===== src/rtl/motor_pwm_if.sv =====
// Steering-in / PWM-out bundle between the PID controller side and the motor PWM stage.
// The master drives enable/steer; the slave (motor_pwm) returns PWM, duties and status.
interface motor_pwm_if;
    logic        enable;
    logic [10:0] steer;
    logic        pwm_l;
    logic        pwm_r;
    logic [10:0] duty_l;
    logic [10:0] duty_r;
    logic        period_start;
    logic        running;

    modport master (
        output enable, steer,
        input  pwm_l, pwm_r, duty_l, duty_r, period_start, running
    );

    modport slave (
        input  enable, steer,
        output pwm_l, pwm_r, duty_l, duty_r, period_start, running
    );
endinterface


===== src/rtl/motor_pwm.sv =====
// Differential-drive PWM stage: steer word -> slew-limited left/right duties, updated at period boundaries.
// PWM is one cycle behind the counter; MOTOR_PWM_SLEW_EN enables per-period slew limiting of the duties.
module motor_pwm #(
    parameter int PERIOD     = 1000,
    parameter int BASE_SPEED = 600,
    parameter int SLEW       = 50
) (
    input  logic        clk,
    input  logic        rst,
    motor_pwm_if.slave  bus
);
    localparam int CNT_W = $clog2(PERIOD);
`ifdef MOTOR_PWM_SLEW_EN
    localparam int MAX_STEP = SLEW;
`else
    // No slew limiting: any step spanning the full duty range is allowed.
    localparam int MAX_STEP = (SLEW > 1000) ? SLEW : 1000;
`endif

    typedef enum logic [1:0] {
        IDLE = 2'd0,
        RUN  = 2'd1,
        STOP = 2'd2
    } state_t;

    state_t             state_q, state_d;
    logic [CNT_W-1:0]   cnt_q, cnt_d;
    logic [10:0]        duty_l_q, duty_l_d;
    logic [10:0]        duty_r_q, duty_r_d;
    logic               pwm_l_q, pwm_r_q;
    logic               period_start_q;
    logic               boundary;
    logic signed [12:0] steer_c;
    logic signed [12:0] off;
    logic signed [12:0] tgt_l;
    logic signed [12:0] tgt_r;

    function automatic logic signed [12:0] clamp_duty(input logic signed [12:0] v);
        logic signed [12:0] r;
        r = v;
        if (v < 13'sd0) begin
            r = 13'sd0;
        end else if (v > 13'sd1000) begin
            r = 13'sd1000;
        end
        return r;
    endfunction

    function automatic logic [10:0] slew_step(input logic [10:0] cur, input logic signed [12:0] tgt);
        logic signed [12:0] cur_s;
        logic signed [12:0] diff;
        logic signed [12:0] step;
        logic signed [12:0] res;
        cur_s = $signed({2'b00, cur});
        step  = $signed(13'(MAX_STEP));
        diff  = tgt - cur_s;
        if (diff > step) begin
            res = cur_s + step;
        end else if (diff < -step) begin
            res = cur_s - step;
        end else begin
            res = tgt;
        end
        return res[10:0];
    endfunction

    always_comb begin
        boundary = (cnt_q == CNT_W'(PERIOD - 1));
        steer_c  = (bus.steer > 11'd1000) ? 13'sd1000 : $signed({2'b00, bus.steer});
        off      = steer_c - 13'sd500;
        tgt_l    = clamp_duty($signed(13'(BASE_SPEED)) + off);
        tgt_r    = clamp_duty($signed(13'(BASE_SPEED)) - off);
    end

    always_comb begin
        state_d  = state_q;
        cnt_d    = boundary ? '0 : cnt_q + 1'b1;
        duty_l_d = duty_l_q;
        duty_r_d = duty_r_q;
        if (boundary) begin
            unique case (state_q)
                IDLE:    if (bus.enable) state_d = RUN;
                RUN:     if (!bus.enable) state_d = STOP;
                STOP: begin
                    // Re-enable takes priority over a ramp that has just finished.
                    if (bus.enable) begin
                        state_d = RUN;
                    end else if (duty_l_q == '0 && duty_r_q == '0) begin
                        state_d = IDLE;
                    end
                end
                default: state_d = IDLE;
            endcase
            // Duties follow the target of the state being entered on this boundary.
            unique case (state_d)
                RUN: begin
                    duty_l_d = slew_step(duty_l_q, tgt_l);
                    duty_r_d = slew_step(duty_r_q, tgt_r);
                end
                STOP: begin
                    duty_l_d = slew_step(duty_l_q, 13'sd0);
                    duty_r_d = slew_step(duty_r_q, 13'sd0);
                end
                default: begin
                    duty_l_d = '0;
                    duty_r_d = '0;
                end
            endcase
        end
    end

    always_ff @(posedge clk) begin
        if (!rst) begin
            state_q        <= IDLE;
            cnt_q          <= '0;
            duty_l_q       <= '0;
            duty_r_q       <= '0;
            pwm_l_q        <= 1'b0;
            pwm_r_q        <= 1'b0;
            period_start_q <= 1'b0;
        end else begin
            state_q        <= state_d;
            cnt_q          <= cnt_d;
            duty_l_q       <= duty_l_d;
            duty_r_q       <= duty_r_d;
            pwm_l_q        <= (int'(cnt_q) < int'(duty_l_q));
            pwm_r_q        <= (int'(cnt_q) < int'(duty_r_q));
            period_start_q <= (cnt_q == '0);
        end
    end

    assign bus.pwm_l        = pwm_l_q;
    assign bus.pwm_r        = pwm_r_q;
    assign bus.duty_l       = duty_l_q;
    assign bus.duty_r       = duty_r_q;
    assign bus.period_start = period_start_q;
    assign bus.running      = (state_q != IDLE);
endmodule


===== src/flat_wrapper.sv =====
// flat-port wrapper written by rule: the top's interface ports become plain ports
module motor_pwm_flat 
#(
    parameter int PERIOD     = 1000,
    parameter int BASE_SPEED = 600,
    parameter int SLEW       = 50
)
  (clk, rst, bus_enable, bus_steer, bus_pwm_l, bus_pwm_r, bus_duty_l, bus_duty_r, bus_period_start, bus_running);
  motor_pwm_if bus_i ();
  input  logic clk;
  input  logic rst;
  input wire logic [$bits(bus_i.enable)-1:0] bus_enable;
  input wire logic [$bits(bus_i.steer)-1:0] bus_steer;
  output wire logic [$bits(bus_i.pwm_l)-1:0] bus_pwm_l;
  output wire logic [$bits(bus_i.pwm_r)-1:0] bus_pwm_r;
  output wire logic [$bits(bus_i.duty_l)-1:0] bus_duty_l;
  output wire logic [$bits(bus_i.duty_r)-1:0] bus_duty_r;
  output wire logic [$bits(bus_i.period_start)-1:0] bus_period_start;
  output wire logic [$bits(bus_i.running)-1:0] bus_running;
  assign bus_i.enable = bus_enable;
  assign bus_i.steer = bus_steer;
  assign bus_pwm_l = bus_i.pwm_l;
  assign bus_pwm_r = bus_i.pwm_r;
  assign bus_duty_l = bus_i.duty_l;
  assign bus_duty_r = bus_i.duty_r;
  assign bus_period_start = bus_i.period_start;
  assign bus_running = bus_i.running;
  motor_pwm #(.PERIOD(PERIOD), .BASE_SPEED(BASE_SPEED), .SLEW(SLEW)) u_core (.clk(clk), .rst(rst), .bus(bus_i));
endmodule

===== config.mk =====
export PLATFORM = sky130hd
export DESIGN_NAME = motor_pwm_flat
export DESIGN_NICKNAME = d
export VERILOG_FILES = /design/src/rtl/motor_pwm_if.sv /design/src/rtl/motor_pwm.sv /design/src/flat_wrapper.sv
export SDC_FILE = /design/constraint.sdc
export NUM_CORES = 1
export LEC_CHECK = 0
export ABC_CLOCK_PERIOD_IN_PS = 7800
export CORE_MARGIN = 2
export CORE_UTILIZATION = 55
export DETAILED_ROUTE_END_ITERATION = 16
export HOLD_SLACK_MARGIN = 0.1
export PLACE_DENSITY = 0.78
export SLEW_MARGIN = 10
export SYNTH_ARGS = -nofsm -noshare
export SYNTH_HDL_FRONTEND = slang
export SYNTH_SLANG_ARGS = --single-unit

===== constraint.sdc =====
create_clock -name clk -period 7.8 [get_ports clk]
set_clock_uncertainty 0.2 [all_clocks]
set_input_delay 1.56 -clock clk [delete_from_list [all_inputs] [get_ports clk]]
set_output_delay 1.56 -clock clk [all_outputs]
set_load 0.1 [all_outputs]

Word-level counts from Yosys, hierarchy flattened
Cells that the tools add are included.
W data, S select, Z words.

word-level totals
  bits in registers = 37
  latch bits = 0
  RAM bits = 0
  memory bits (read-only) = 0
  input port bits = 14
  output and inout bits = 26
  word-level logic and storage cells = 68
  memories kept = 0

operators by class
  add/sub/neg operators = 12
  multiply operators = 0
  div/mod/pow operators = 0
  order comparisons = 15
  equality and inequality tests = 5
  shift-type cells = 0
  mux-type cells = 21
  bitwise gates (word level) = 1
  reductions and logical operators = 7

operator list
  kind                      count
  $mux W11                  9
  $gt A13 B11 Y1 const B    6
  $lt A13 B11 Y1 const B    4
  $mux W13                  4
  $pmux W11 S2              2
  $lt A13 B1 Y1 const B     2
  $sub A13 B12 Y13          2
  $sub A1 B11 Y12 const A   2
  $add A11 B10 Y11 const B  2
  $logic_not A11 Y1         2
  $lt A10 B11 Y1            2
  $sub A11 B10 Y11 const B  2
  $add A11 B13 Y13 const A  1
  $sub A11 B13 Y13 const A  1
  $sub A13 B10 Y13 const B  1
  $gt A11 B10 Y1 const B    1
  $add A10 B1 Y10 const B   1
  $eq A10 B10 Y1 const B    1
  $logic_not A10 Y1         1
  $mux W2                   5
  $pmux W2 S3               1
  $eq A2 B1 Y1 const B      2
  $eq A2 B2 Y1 const B      2
  $logic_not A2 Y1          1
  other kinds (4)           4

Longest topological paths before layout
  depth after elaboration = 12
  depth in mapped cells = 31
  gate-level depth less buffers = 30

Worst setup path before layout
OpenSTA, ideal clock, no wires.

  kind = in2reg
  start point = input bus_steer[9]
  end point = register u_core.duty_r_q[6] (netlist: u_core.bus.duty_r[6])
  library setup time = 0.128 ns
  data arrival time = 7.071 ns
  required time = 7.472 ns
  path slack = 0.401 ns
  stages = 29
  buffers on the path = 1
  path through = nand4_1 > or2_2 > nor2_1 > nor3_1 > ha_1 > xnor2_2 > inv_1 > ha_1 > o31ai_1 > xnor2_1 > or3_1 > o31a_1 > nand2_1 > ha_1 > inv_1 > fa_1 > a21o_1 > a21oi_1 > o21bai_1 > a211o_1 > a21oi_1 > xnor2_1 > nor4_1 > o32a_1 > nand2_1 > clkbuf_1 > nor2_1 > a311oi_1 > o21ai_0

on the way
  cells in the longest elaborated chain, start to end = 12
  elaborated cells on any way between the ends = 14
  classes of those cells = add/sub: 3; order compare: 5; mux: 6

RTL lines
  item                    line                source
  start: declaration      flat_wrapper.sv:13  input wire logic [$bits(bus_i.steer)-1:0] bus_steer;
  $gt A11 B10 Y1          motor_pwm.sv:69     steer_c = (bus.steer > 11'd1000) ? 13'sd1000 : $signed({2'b00, bus.steer});
  $mux W11 (*)            motor_pwm.sv:69
  $sub A13 B10 Y13 (*)    motor_pwm.sv:70     off = steer_c - 13'sd500;
  $sub A11 B13 Y13 (*)    motor_pwm.sv:72     tgt_r = clamp_duty($signed(13'(BASE_SPEED)) - off);
  $gt A13 B11 Y1          motor_pwm.sv:43     end else if (v > 13'sd1000) begin
  $mux W13                motor_pwm.sv:43
  $mux W13 (*)            motor_pwm.sv:41     if (v < 13'sd0) begin
  $sub A13 B12 Y13        motor_pwm.sv:56     diff = tgt - cur_s;
  $lt A13 B11 Y1          motor_pwm.sv:59     end else if (diff < -step) begin
  $mux W11                motor_pwm.sv:59
  $mux W11 (*)            motor_pwm.sv:57     if (diff > step) begin
  $pmux W11 S2 (*)        motor_pwm.sv:95     unique case (state_d)
  end signal: assignment  motor_pwm.sv:125    duty_r_q <= duty_r_d;
  end: declaration        motor_pwm.sv:29     logic [10:0] duty_r_q, duty_r_d;

Mark *: on every way between the ends. The rest lies on a longest branch, timed or not.
A chain may end at the register's enable or synchronous reset.

Worst setup path after layout
  start point = input bus_steer[0]
  end point = register u_core.duty_r_q[1] (netlist: u_core.bus.duty_r[1])

Same word-level chain as after synthesis.

==> impl_table.tex <==
\begin{tabular}{lr}
\hline
Metric & Value \\
\hline
\multicolumn{2}{l}{\textbf{Outcome}} \\
\quad Run status & completed \\
\multicolumn{2}{l}{\textbf{STA}} \\
\quad Peak clock frequency supported by timing & 135.0 MHz \\
\quad Final critical-path share of the clock period & 94.96\% \\
\quad Unrepaired setup endpoints after global routing & false \\
\quad Setup violators final & 0 \\
\quad Tightest slew margin relative to the limit & 34.81\% \\
\quad Worst Tran Pin Value & 0.9748 ns \\
\quad Sum of negative setup slack & 0 ns \\
\quad Total count of max-transition violations in the final report & 0 \\
\quad Worst Hold Slack & 0.3321 ns \\
\quad Final critical path time including I/O delays and setup & 7.407 ns \\
\quad Final Hold Fails & 0 \\
\multicolumn{2}{l}{\textbf{Placed design}} \\
\quad Final weighted congestion in routability-driven placement & 1.002 \\
\quad Post-detailed-placement half-perimeter wirelength & 13470 um \\
\quad Number of cells after detailed placement & 955 \\
\quad Placed Area & 6431 um2 \\
\quad Port Buffers & 39 \\
\multicolumn{2}{l}{\textbf{Detailed routing}} \\
\quad Post-detailed-route count of antenna-violating nets & 0 \\
\quad Vias & 6171 \\
\quad Number of DRC violations after detailed routing & 0 \\
\quad Vias/cell & 6.395 \\
\quad Routed Wire Length & 17240 um \\
\quad First-pass detailed-route iteration total & 5 \\
\quad Violation count after the first detailed-route iteration & 456 \\
\quad Routed length per instance & 17.86 um \\
\multicolumn{2}{l}{\textbf{Logic synthesis}} \\
\quad Area share of the leading cell type in the synthesized netlist & 13.44\% \\
\quad Number of flip-flops and latches in the synthesized netlist & 37 \\
\quad Cell area after technology mapping & 5512 um2 \\
\quad Number of distinct standard cells referenced by the synthesized netlist & 94 \\
\quad Post-synthesis cell type with the largest combined area & sky130\_fd\_sc\_hd\_\_dfxtp\_1 \\
\quad Count of warnings emitted by yosys & 0 \\
\quad Main synth FF type & sky130\_fd\_sc\_hd\_\_dfxtp\_1 \\
\quad Share of synthesized flip-flops with an asynchronous set or reset & 0\% \\
\quad Number of enable flip-flop cells after synthesis & 0 \\
\quad Cell types with the largest area share after synthesis & sky130\_fd\_sc\_hd\_\_dfxtp\_1 13\%, sky130\_fd\_sc\_hd\_\_ha\_1 13\%, sky130\_fd\_sc\_hd\_\_xnor2\_1 6.7\%, sky130\_fd\_sc\_hd\_\_a21oi\_1 4.8\%, sky130\_fd\_sc\_hd\_\_nor2\_1 4.2\% \\
\quad Sequential fraction of the synthesis area & 13.44\% \\
\quad Mean cell area of the mapped netlist & 7.378 um2 \\
\quad Post-synthesis instance total & 747 \\
\multicolumn{2}{l}{\textbf{Critical path}} \\
\quad Largest stage delay, worst path & 0.42 ns \\
\quad Data arrival time of the critical path & 7.43 ns \\
\quad Length in cells of the worst reg-to-reg path & 12 \\
\quad Highest net fanout along the worst path & 4 \\
\quad Worst Path Class, Setup & in2reg \\
\quad Launch point of the worst reg-to-reg path & u\_core.bus.duty\_r[0] \\
\quad R2R Path End & u\_core.bus.duty\_r[7] \\
\quad Critical Path End Type & flop \\
\quad Worst path slowest cell & sky130\_fd\_sc\_hd\_\_clkdlybuf4s50\_1 \\
\quad Required time worst endpoint & 7.82 ns \\
\quad Worst reg2reg setup slack & 3.61 ns \\
\quad Critical path launch point type & primary input \\
\multicolumn{2}{l}{\textbf{Finish}} \\
\quad Final instance count without filler cells & 965 \\
\quad Fraction of final layout cells with drive strength greater than 1 & 15.63\% \\
\quad Net count reported at finish & 904 \\
\quad Area growth from synthesis to final layout & 20.54\% \\
\quad Finished layout cell area & 6644 um2 \\
\quad Count of antenna diodes in the layout & 0 \\
\multicolumn{2}{l}{\textbf{Global routing}} \\
\quad Wire length of the first global-routing pass & 28460 um \\
\quad Met2 layer usage reported by global route & 54.70\% \\
\quad Initial antenna violation count & 0 \\
\quad Via count of the first global-routing pass & 6012 \\
\quad Remaining global-route overflow & 0 \\
\quad Busiest metal layer after global routing & met2 \\
\quad Total Routing Usage GR & 31.13\% \\
\quad GRT met3 Usage & 3.383\% \\
\quad Maximum number of pins on one net before global-route repair & 18 \\
\quad Met1 GRT Util & 39.69\% \\
\multicolumn{2}{l}{\textbf{Floorplan}} \\
\quad Die width & 104.1 um \\
\quad FP Rows & 36 \\
\quad Effective utilization at floorplan & 56.65\% \\
\quad Floorplan Core Area & 9729 um2 \\
\quad Die ar. & 10840 um2 \\
\quad Die H & 104.1 um \\
\quad Boundary Pins & 40 \\
\multicolumn{2}{l}{\textbf{Clock tree}} \\
\quad CTS tree & yes \\
\quad Clock-pin transition on the worst setup and hold timing paths & 0.07 ns \\
\quad Number of levels the H-tree was split into & 2 \\
\quad Number of sinks on the clock net & 37 \\
\quad CTS root buf & sky130\_fd\_sc\_hd\_\_clkbuf\_8 \\
\quad Inserted Clock Buffers & 5 \\
\quad Clock tree buffer depth & 2 \\
\quad Clock latency reported for the late side of the worst-skew pair & 0.30 ns \\
\multicolumn{2}{l}{\textbf{Hold path}} \\
\quad Class of the most critical hold timing path & reg2reg \\
\quad Endpoint of the worst hold-timing path & u\_core.bus.duty\_l[2] \\
\quad Worst Hold Depth & 2 \\
\quad Hold Path Origin & u\_core.bus.duty\_l[2] \\
\multicolumn{2}{l}{\textbf{Power}} \\
\quad Leakage dissipation & 2.634 nW \\
\quad Internal power & 0.4453 mW \\
\quad Register share of total power & 25.4\% \\
\quad Worst ir drop on vdd & 0.07178 mV \\
\quad Clock group share of total power & 18.8\% \\
\quad Net load switching power & 0.3225 mW \\
\quad Switching Fraction & 42.00\% \\
\quad Power per unit of standard cell area & 115.6 nW/um2 \\
\quad Combinational Power Share & 55.8\% \\
\quad Final total power & 0.7678 mW \\
\multicolumn{2}{l}{\textbf{Job}} \\
\quad MaxCap Viol Count & 0 \\
\hline
\end{tabular}
## cells by family after synthesis
| group | count (synthesis) | share of synthesized area [%] |
|---|---|---|
| and+or+nand+nor | 262 | 24.15 |
| AOI/OAI and AO/OA | 247 | 32.90 |
| buffers and inverters | 81 | 5.743 |
| adders and majority gates | 60 | 13.85 |
| muxes | 6 | 1.158 |
| xor gates and xnor gates | 53 | 8.695 |
| DFF | 37 | 13.44 |
| other | 1 | 0.06804 |
## layout by cell type (no fill, tap or decap), types with 5 or more instances in the layout
cell / Yosys / layout
sky130_fd_sc_hd__o31ai_1: 10 / 10
sky130_fd_sc_hd__a21o_1: 17 / 17
sky130_fd_sc_hd__nand4_1: 8 / 8
sky130_fd_sc_hd__nor2b_1: 10 / 10
sky130_fd_sc_hd__buf_4: 1 / 66
sky130_fd_sc_hd__a31oi_1: 10 / 9
sky130_fd_sc_hd__xnor2_1: 42 / 41
sky130_fd_sc_hd__clkdlybuf4s50_1: 0 / 39
sky130_fd_sc_hd__and2_1: 12 / 12
sky130_fd_sc_hd__xor2_1: 9 / 9
sky130_fd_sc_hd__nand2b_1: 15 / 15
sky130_fd_sc_hd__ha_1: 57 / 56
sky130_fd_sc_hd__a211oi_1: 8 / 5
sky130_fd_sc_hd__or2_2: 8 / 7
sky130_fd_sc_hd__nand2_1: 53 / 52
sky130_fd_sc_hd__nor3_1: 29 / 28
sky130_fd_sc_hd__o211ai_1: 5 / 5
sky130_fd_sc_hd__dfxtp_1: 37 / 37
sky130_fd_sc_hd__a21oi_1: 53 / 50
sky130_fd_sc_hd__inv_1: 49 / 49
sky130_fd_sc_hd__o22ai_1: 8 / 7
sky130_fd_sc_hd__o21ai_1: 11 / 13
sky130_fd_sc_hd__or3_1: 6 / 5
sky130_fd_sc_hd__a22oi_1: 5 / 5
sky130_fd_sc_hd__nand3b_1: 7 / 7
sky130_fd_sc_hd__o21ai_0: 33 / 31
sky130_fd_sc_hd__o21a_1: 10 / 10
sky130_fd_sc_hd__nor2_1: 62 / 61
sky130_fd_sc_hd__clkbuf_8: 0 / 5
sky130_fd_sc_hd__o221ai_1: 8 / 8
sky130_fd_sc_hd__and3_1: 11 / 11
sky130_fd_sc_hd__nand3_1: 22 / 22
sky130_fd_sc_hd__nor4_1: 5 / 5
## metal layers
metal,wire length (um),up-vias
met3,1128,50
met4,538,0
met2,8307,269
met1,7260,2913
met5,0,-
li1,-,2939
## final cells by class
class / count / area, um2
clock buffers: 5 / 68.82
well taps: 133 / 166.4
flip-flops and latches: 37 / 740.7
inverters: 52 / 195.2
fillers: 866 / 3085
clock inverters: 3 / 22.52
repair buffers: 105 / 885.9
multi-input cells: 630 / 4564
## worst max-delay path by stage
stage / startpoint / end / depth (start not counted)
final: bus_steer[0] / u_core.bus.duty_r[1] / 31
after floorplan: bus_steer[9] / u_core.bus.duty_r[6] / 29
after detailed placement: bus_steer[0] / u_core.bus.duty_r[2] / 29
after global routing: bus_steer[0] / u_core.bus.duty_l[5] / 32
after global placement: bus_steer[6] / u_core.bus.duty_l[9] / 28
after CTS: bus_steer[0] / u_core.bus.duty_r[2] / 29
## state kept, by name (all words and copies together) (netlist names)
register / cells
u_core.cnt_q: 10
u_core.bus.period_start: 1
u_core.bus.pwm_l: 1
u_core.bus.duty_r: 11
u_core.state_q: 2
u_core.bus.pwm_r: 1
u_core.bus.duty_l: 11
## through the flow
stage	utilization [%]	setup WS, ns
global route	68.29	0.03050
global placement	66.10	-0.1103
CTS	67.04	0.01709
floorplan	-	0.4012
finish	68.29	0.3933
detailed placement	66.10	-0.2630
## what timing repair did
| action | 4_1_cts | 5_1_grt |
|---|---|---|
| hold buffers | 0 | 0 |
| setup buffers | 0 | 2 |
| endpoints found under the setup margin | 0 | 22 |
| gates resized for setup | 0 | 23 |
## critical path: cells and delay by family
kind	cells	cell delay, ns
fa+ha+maj	3	0.76
compound gates	12	2.50
xor+xnor	1	0.14
simple gates	10	1.72
buf+inv	5	0.75
## synth_stat cells, types with 4 or more instances
cell type / number
sky130_fd_sc_hd__a211oi_1: 8
sky130_fd_sc_hd__o22ai_1: 8
sky130_fd_sc_hd__nor3_1: 29
sky130_fd_sc_hd__o31ai_1: 10
sky130_fd_sc_hd__nor2_1: 62
sky130_fd_sc_hd__and3_1: 11
sky130_fd_sc_hd__or3_1: 6
sky130_fd_sc_hd__nand2_1: 53
sky130_fd_sc_hd__a21oi_1: 53
sky130_fd_sc_hd__o21a_1: 10
sky130_fd_sc_hd__ha_1: 57
sky130_fd_sc_hd__or2_2: 8
sky130_fd_sc_hd__nand4_1: 8
sky130_fd_sc_hd__nand3_1: 22
sky130_fd_sc_hd__o211ai_1: 5
sky130_fd_sc_hd__a31oi_1: 10
sky130_fd_sc_hd__o221ai_1: 8
sky130_fd_sc_hd__a22oi_1: 5
sky130_fd_sc_hd__a311oi_1: 4
sky130_fd_sc_hd__nor2b_1: 10
sky130_fd_sc_hd__nand2b_1: 15
sky130_fd_sc_hd__xor2_1: 9
sky130_fd_sc_hd__inv_1: 49
sky130_fd_sc_hd__o32a_1: 4
sky130_fd_sc_hd__o21ai_0: 33
sky130_fd_sc_hd__xnor2_1: 42
sky130_fd_sc_hd__nor4_1: 5
sky130_fd_sc_hd__o21bai_1: 4
sky130_fd_sc_hd__o211ai_2: 4
sky130_fd_sc_hd__nand3b_1: 7
sky130_fd_sc_hd__a21o_1: 17
sky130_fd_sc_hd__o21ai_1: 11
sky130_fd_sc_hd__clkbuf_1: 26
sky130_fd_sc_hd__and2_1: 12
sky130_fd_sc_hd__dfxtp_1: 37
## power by group through the flow
| stage | Clock (mW) | Sequential [mW] | Combinational, mW |
|---|---|---|---|
| after global placement | 0 | 0.199 | 0.394 |
| after floorplan | 0 | 0.209 | 0.266 |
| final | 0.145 | 0.195 | 0.428 |
| after detailed placement | 0 | 0.199 | 0.403 |
| after CTS | 0.143 | 0.194 | 0.407 |
| after global routing | 0.151 | 0.195 | 0.465 |
No activity file was read; power rests on OpenSTA's default activity.
